`config.mk`:
```
export PLATFORM = sky130hd
export DESIGN_NAME = typing_engine
export DESIGN_NICKNAME = d
export VERILOG_FILES = /design/src/rtl/typing_pkg.sv /design/src/rtl/sec_timer.sv /design/src/rtl/typing_engine.sv
export SDC_FILE = /design/constraint.sdc
export NUM_CORES = 1
export LEC_CHECK = 0
export BUFFER_PORTS_ARGS = -buffer_cell sky130_fd_sc_hd__buf_2
export CORE_MARGIN = 4
export CORE_UTILIZATION = 55
export DETAILED_ROUTE_END_ITERATION = 12
export GPL_ROUTABILITY_DRIVEN = 0
export PLACE_DENSITY = 0.76
export SYNTH_ARGS = -nofsm -noshare
export SYNTH_HDL_FRONTEND = slang
export SYNTH_SLANG_ARGS = --single-unit
```
`constraint.sdc`:
```
create_clock -name clk -period 10.25 [get_ports clk]
set_clock_uncertainty 0.15 [all_clocks]
set_input_delay 3.075 -clock clk [delete_from_list [all_inputs] [get_ports clk]]
set_output_delay 3.075 -clock clk [all_outputs]
set_load 0.05 [all_outputs]
```
`src/rtl/typing_pkg.sv`:
```
// typing_pkg: shared state encoding, mode values and character codes for the typing game
package typing_pkg;

    typedef enum logic [2:0] {
        IDLE   = 3'd0,
        ARM    = 3'd1,
        RUN    = 3'd2,
        CHECK  = 3'd3,
        SETTLE = 3'd4,
        DONE   = 3'd5
    } state_t;

    localparam logic MODE_STRICT = 1'b0;
    localparam logic MODE_FREE   = 1'b1;

    localparam logic [5:0] CODE_SPACE = 6'd36;
    localparam logic [5:0] CODE_BKSP  = 6'd37;

endpackage

```
`src/rtl/sec_timer.sv`:
```
// sec_timer: clock-tick prescaler feeding a saturating seconds counter
module sec_timer
    import typing_pkg::*;
#(
    parameter int SEC_W         = 10,
    parameter int TICKS_PER_SEC = 100000000
) (
    input  logic             clk,
    input  logic             rst,
    input  logic             clr,
    input  logic             en,
    output logic [SEC_W-1:0] sec
);

    localparam int TW = TICKS_PER_SEC > 1 ? $clog2(TICKS_PER_SEC) : 1;

    logic [TW-1:0] tick;

    // count enabled cycles; every full second bumps sec until it saturates
    always_ff @(posedge clk) begin
        if (rst || clr) begin
            tick <= '0;
            sec  <= '0;
        end else if (en) begin
            if (tick == TW'(TICKS_PER_SEC - 1)) begin
                tick <= '0;
                if (sec != '1) sec <= sec + 1'b1;
            end else begin
                tick <= tick + 1'b1;
            end
        end
    end

endmodule

```
`src/rtl/typing_engine.sv`:
```
// typing_engine: keystroke checker against a text ROM with strict/free modes, progress pulses and timer
module typing_engine
    import typing_pkg::*;
#(
    parameter int TEXT_LEN      = 299,
    parameter int CHAR_W        = 6,
    parameter int PULSE_EVERY   = 10,
    parameter int ERR_W         = 6,
    parameter int SEC_W         = 10,
    parameter int TICKS_PER_SEC = 100000000,
    localparam int POS_W        = $clog2(TEXT_LEN + 1)
) (
    input  logic              clk,
    input  logic              rst,
    input  logic              start,
    input  logic              mode,
    input  logic              key_valid,
    input  logic [CHAR_W-1:0] key_code,
    input  logic              key_bksp,
    output logic              key_ready,
    output logic [POS_W-1:0]  text_addr,
    input  logic [CHAR_W-1:0] text_char,
    output logic [2:0]        state,
    output logic [POS_W-1:0]  pos,
    output logic [ERR_W-1:0]  wrong_cnt,
    output logic              err_flag,
    output logic              progress_pulse,
    output logic [SEC_W-1:0]  elapsed_sec,
    output logic              done
);

    state_t             st, st_n;
    logic               mode_r, bksp_r, started;
    logic [CHAR_W-1:0]  key_r;
    logic [POS_W-1:0]   hw, new_pos;
    logic               accept, go, match, miss, pulse_hit, timer_en;

    assign state     = st;
    assign key_ready = st == RUN;
    assign done      = st == DONE;
    assign text_addr = pos;
    assign accept    = key_valid & key_ready;
    assign go        = start & (st == IDLE || st == DONE);
    assign timer_en  = (started | accept) & (st == RUN || st == CHECK || st == SETTLE);

    // judge the latched key against the ROM character and derive the new cursor position
    always_comb begin
        match     = key_r == text_char;
        miss      = !bksp_r && !match;
        new_pos   = bksp_r ? ((mode_r == MODE_FREE && pos != '0) ? pos - 1'b1 : pos)
                  : (match || mode_r == MODE_FREE) ? pos + 1'b1 : pos;
        pulse_hit = new_pos > hw
                  && (int'(new_pos) % PULSE_EVERY == 0 || int'(new_pos) == TEXT_LEN);
    end

    // next-state logic
    always_comb begin
        st_n = st;
        case (st)
            IDLE:    st_n = start ? ARM : IDLE;
            ARM:     st_n = RUN;
            RUN:     st_n = accept ? CHECK : RUN;
            CHECK:   st_n = int'(new_pos) == TEXT_LEN ? DONE : SETTLE;
            SETTLE:  st_n = RUN;
            DONE:    st_n = start ? ARM : DONE;
            default: st_n = IDLE;
        endcase
    end

    // state register plus session counters, key latch and progress tracking
    always_ff @(posedge clk) begin
        if (rst) begin
            st             <= IDLE;
            pos            <= '0;
            hw             <= '0;
            wrong_cnt      <= '0;
            err_flag       <= 1'b0;
            progress_pulse <= 1'b0;
            mode_r         <= MODE_STRICT;
            key_r          <= '0;
            bksp_r         <= 1'b0;
            started        <= 1'b0;
        end else begin
            st             <= st_n;
            progress_pulse <= st == CHECK && pulse_hit;
            if (go) begin
                pos       <= '0;
                hw        <= '0;
                wrong_cnt <= '0;
                err_flag  <= 1'b0;
                started   <= 1'b0;
                mode_r    <= mode;
            end
            if (accept) begin
                key_r   <= key_code;
                bksp_r  <= key_bksp;
                started <= 1'b1;
            end
            if (st == CHECK) begin
                pos      <= new_pos;
                hw       <= new_pos > hw ? new_pos : hw;
                err_flag <= miss;
                if (miss && wrong_cnt != '1) wrong_cnt <= wrong_cnt + 1'b1;
            end
        end
    end

    sec_timer #(
        .SEC_W        (SEC_W),
        .TICKS_PER_SEC(TICKS_PER_SEC)
    ) u_timer (
        .clk(clk),
        .rst(rst),
        .clr(go),
        .en (timer_en),
        .sec(elapsed_sec)
    );

endmodule

```
==> impl_metrics.csv <==
group,metric,value,unit
layout,n_fill_cell,841,
placed_design,place_inst,821,
clock_network,max-clock-path-buffers,2,
clock_network,cts_buffers,9,
yosys,yosysMostFrequentCell,"nor2_1",
layout,fin_nets,753,
critical_path,slowest_stage,"nor4_4",
timing,rsz0062_at_grt,"false",
layout,finish.utilization,61.47,%
timing,min_period,8851,ps
route,drtPass1Iterations,5,
route,wl_per_cell,15.16,µm
power_and_ir_drop,powerDensity,115.5,nW/µm²
clock_network,root_buffer,"clkbuf_8",
hold_path,hold_path_startpoint,"hw[1]",
floorplan,io_pins,59,
flow_run,maxCapViolations,0,
yosys,synth_commonest_cells,"nor2_1, dfxtp_1, nand2_1, a21oi_1, nand3_1",
yosys,synth-main-ff-cell,"dfxtp_1",
global_routing,grt.total_usage,22.75,%
placed_design,dpl.hpwl,9234,µm
timing,finalCritPeriodShare,86.35,%
yosys,synth_area,5176,µm²
route,via_count,5063,
layout,drive_gt1_share,13.93,%
yosys,synth_top_area_share,29.01,%
layout,stdcell_count,836,
critical_path,required,10360,ps
yosys,synth.area.top_cells,"dfxtp_1, nor2_1, a21oi_1",
floorplan,num_rows,35,
floorplan,die_area,11030,µm²
route,viasPerCell,6.056,
global_routing,antenna_found_initial,0,
yosys,syn_avg_cell_area,7.513,µm²
yosys,synth_seq_cells,75,
critical_path,arrival,8960,ps
clock_network,clk_latency,340,ps
layout,insertedDiodeCount,0,
critical_path,critPathMaxFanout,17,
floorplan,die_y,105.0,µm
yosys,post_synth_num_cell_types,73,
layout,multi_input_area,3401,µm²
power_and_ir_drop,finalPower,652.8,µW
timing,max_slew_margin,20.78,%
clock_network,htreeDepth,3,
power_and_ir_drop,leakage,2.175,nW
yosys,syn_inst,689,
critical_path,end_kind,"register",
yosys,async_reset_ff_share,0,%
yosys,synth_area_leader_cell,"dfxtp_1",
critical_path,critPathKind,"input pin to register",
timing,slew_viol_final,0,
critical_path,startpoint_type,"input pin",
route,drc,0,
global_routing,grt_pass1_vias,4706,
route,wl,12670,µm
yosys,synth_edf_count,0,
floorplan,core,9196,µm²
timing,fin_setup_tns,0,ps
timing,hold_viol,0,
clock_network,postCtsSetupBuffers,0,
timing,timing.fmax,113.0,MHz
timing,setup_viol,0,
clock_network,ctsResizeCount,0,
clock_network,clkTransAtPathRegs,70,ps
route,drtIter0Drc,264,
critical_path,max_stage_delay,480,ps
global_routing,gr-total-overflow,0,
route,antenna_left,0,
critical_path,path_cells,"buf_2 -> xor2_1 -> nor4_4 -> a21oi_1 -> o21ai_1 -> xnor2_2 -> inv_2 -> ha_1 -> nand2b_1 -> a2111oi_0 -> a2111oi_0 -> a22o_1 -> o2bb2ai_1 -> nor2_1 -> o21ai_1 -> nand4_1 -> a211oi_1 -> nor3_1 -> nand2_1 -> xnor2_1 -> a21oi_1 -> or4_1 -> a22oi_1",
floorplan,die_x,105.0,µm
timing,max_slew.worst_pin.slew,1180,ps
yosys,synth_fp_nets,721,
clock_network,cts.sinks,75,
clock_network,cts_tree,"built",
layout,register_area,1501,µm²
hold_path,hold_class,"register to register",
placed_design,portBuffers,58,
power_and_ir_drop,ir_worst_vdd,0.09594,mV
floorplan,start_util,56.29,%
yosys,yosys_warnings,0,
critical_path,r2r_start,"pos[0]",
global_routing,grt_pass1_wl,21470,µm
critical_path,crit_start,"text_char[2]",
run_status,status,"finished, final reports clean",
layout,area_growth,9.210,%
global_routing,grt_max_degree,41,
yosys,ys_seq_area_share,29.01,%
clock_network,postCtsHoldBufs,0,
-- cell usage in the layout (no fill, tap or decap), types with 12 or more instances in the layout --
cell	count
nor2_1	110
dfxtp_1	75
nand2_1	67
buf_2	58
a21oi_1	56
nand3_1	32
xor2_1	28
o21ai_0	24
nor3_1	22
xnor2_1	20
inv_1	17
a31oi_1	16
ha_1	14
or3_1	12
nand4_1	12
-- layout make-up --
cell class,instances,area share [%]
Sequential cell,75,26.56
Timing Repair Buffer,61,5.533
Clock buffer,10,2.435
Tap cell,111,2.457
Clock inverter,5,1.527
Inverter,20,1.328
Multi-Input combinational cell,554,60.16
-- layer usage --
layer | part of all wire [%] | up-vias | global-route usage (%)
met5 | 0 | - | 0
li1 | - | 2502 | -
met3 | 6.6 | 17 | 4.694
met1 | 44 | 2366 | 28.79
met2 | 48 | 178 | 38.96
met4 | 1.4 | 0 | 6.654
-- cells by family (layout without fill, tap and decap cells) --
family	count (synthesis)	count (layout)	synth area share [%]
and+or+nand+nor	324	324	31.52
AOI/OAI and AO/OA	158	158	20.60
DFF	75	75	29.01
buffers and inverters	60	96	5.294
xor gates and xnor gates	49	49	8.436
adders and majority gates	17	17	3.964
muxes	6	6	1.184
-- critical path, delay by kind of cell --
kind / cells / cell delay, ps
adders and majority gates: 1 / 420
and+or+nand+nor: 7 / 2470
buffers and inverters: 2 / 310
AOI/OAI and AO/OA: 10 / 1930
xor gates and xnor gates: 3 / 740
-- per-stage QoR --
stage	cell area [µm²]	hold slack, ps	setup slack (ps)
floorplan	5176	297.9	2280
global placement	5429	306.6	1501
detailed placement	5429	312.5	1211
CTS	5653	323.1	1535
global route	5653	333.2	859.0
finish	5653	321.0	1399
-- report_power, final --
part | switching, mW | internal (mW) | leakage (nW)
clock | 0.109 | 0.144 | 0.113
sequential | 0.00897 | 0.297 | 0.605
combinational | 0.0659 | 0.0272 | 1.46
-- worst paths after layout --
kind	cells after the start	slack (ps)	to
max	23	1400	progress_pulse
min	2	320	hw[1]
max reg2reg	24	3570	progress_pulse
min reg2reg	2	320	hw[1]
-- state kept, by name (all words and copies together), names as in the netlist --
register and count:
u_timer.tick 27, u_timer.sec 10, started 1, hw 9, progress_pulse 1, state 3, key_r 6, pos 9
err_flag 1, mode_r 1, wrong_cnt 6, bksp_r 1
Note: power is estimated with default switching activity, not from simulation.
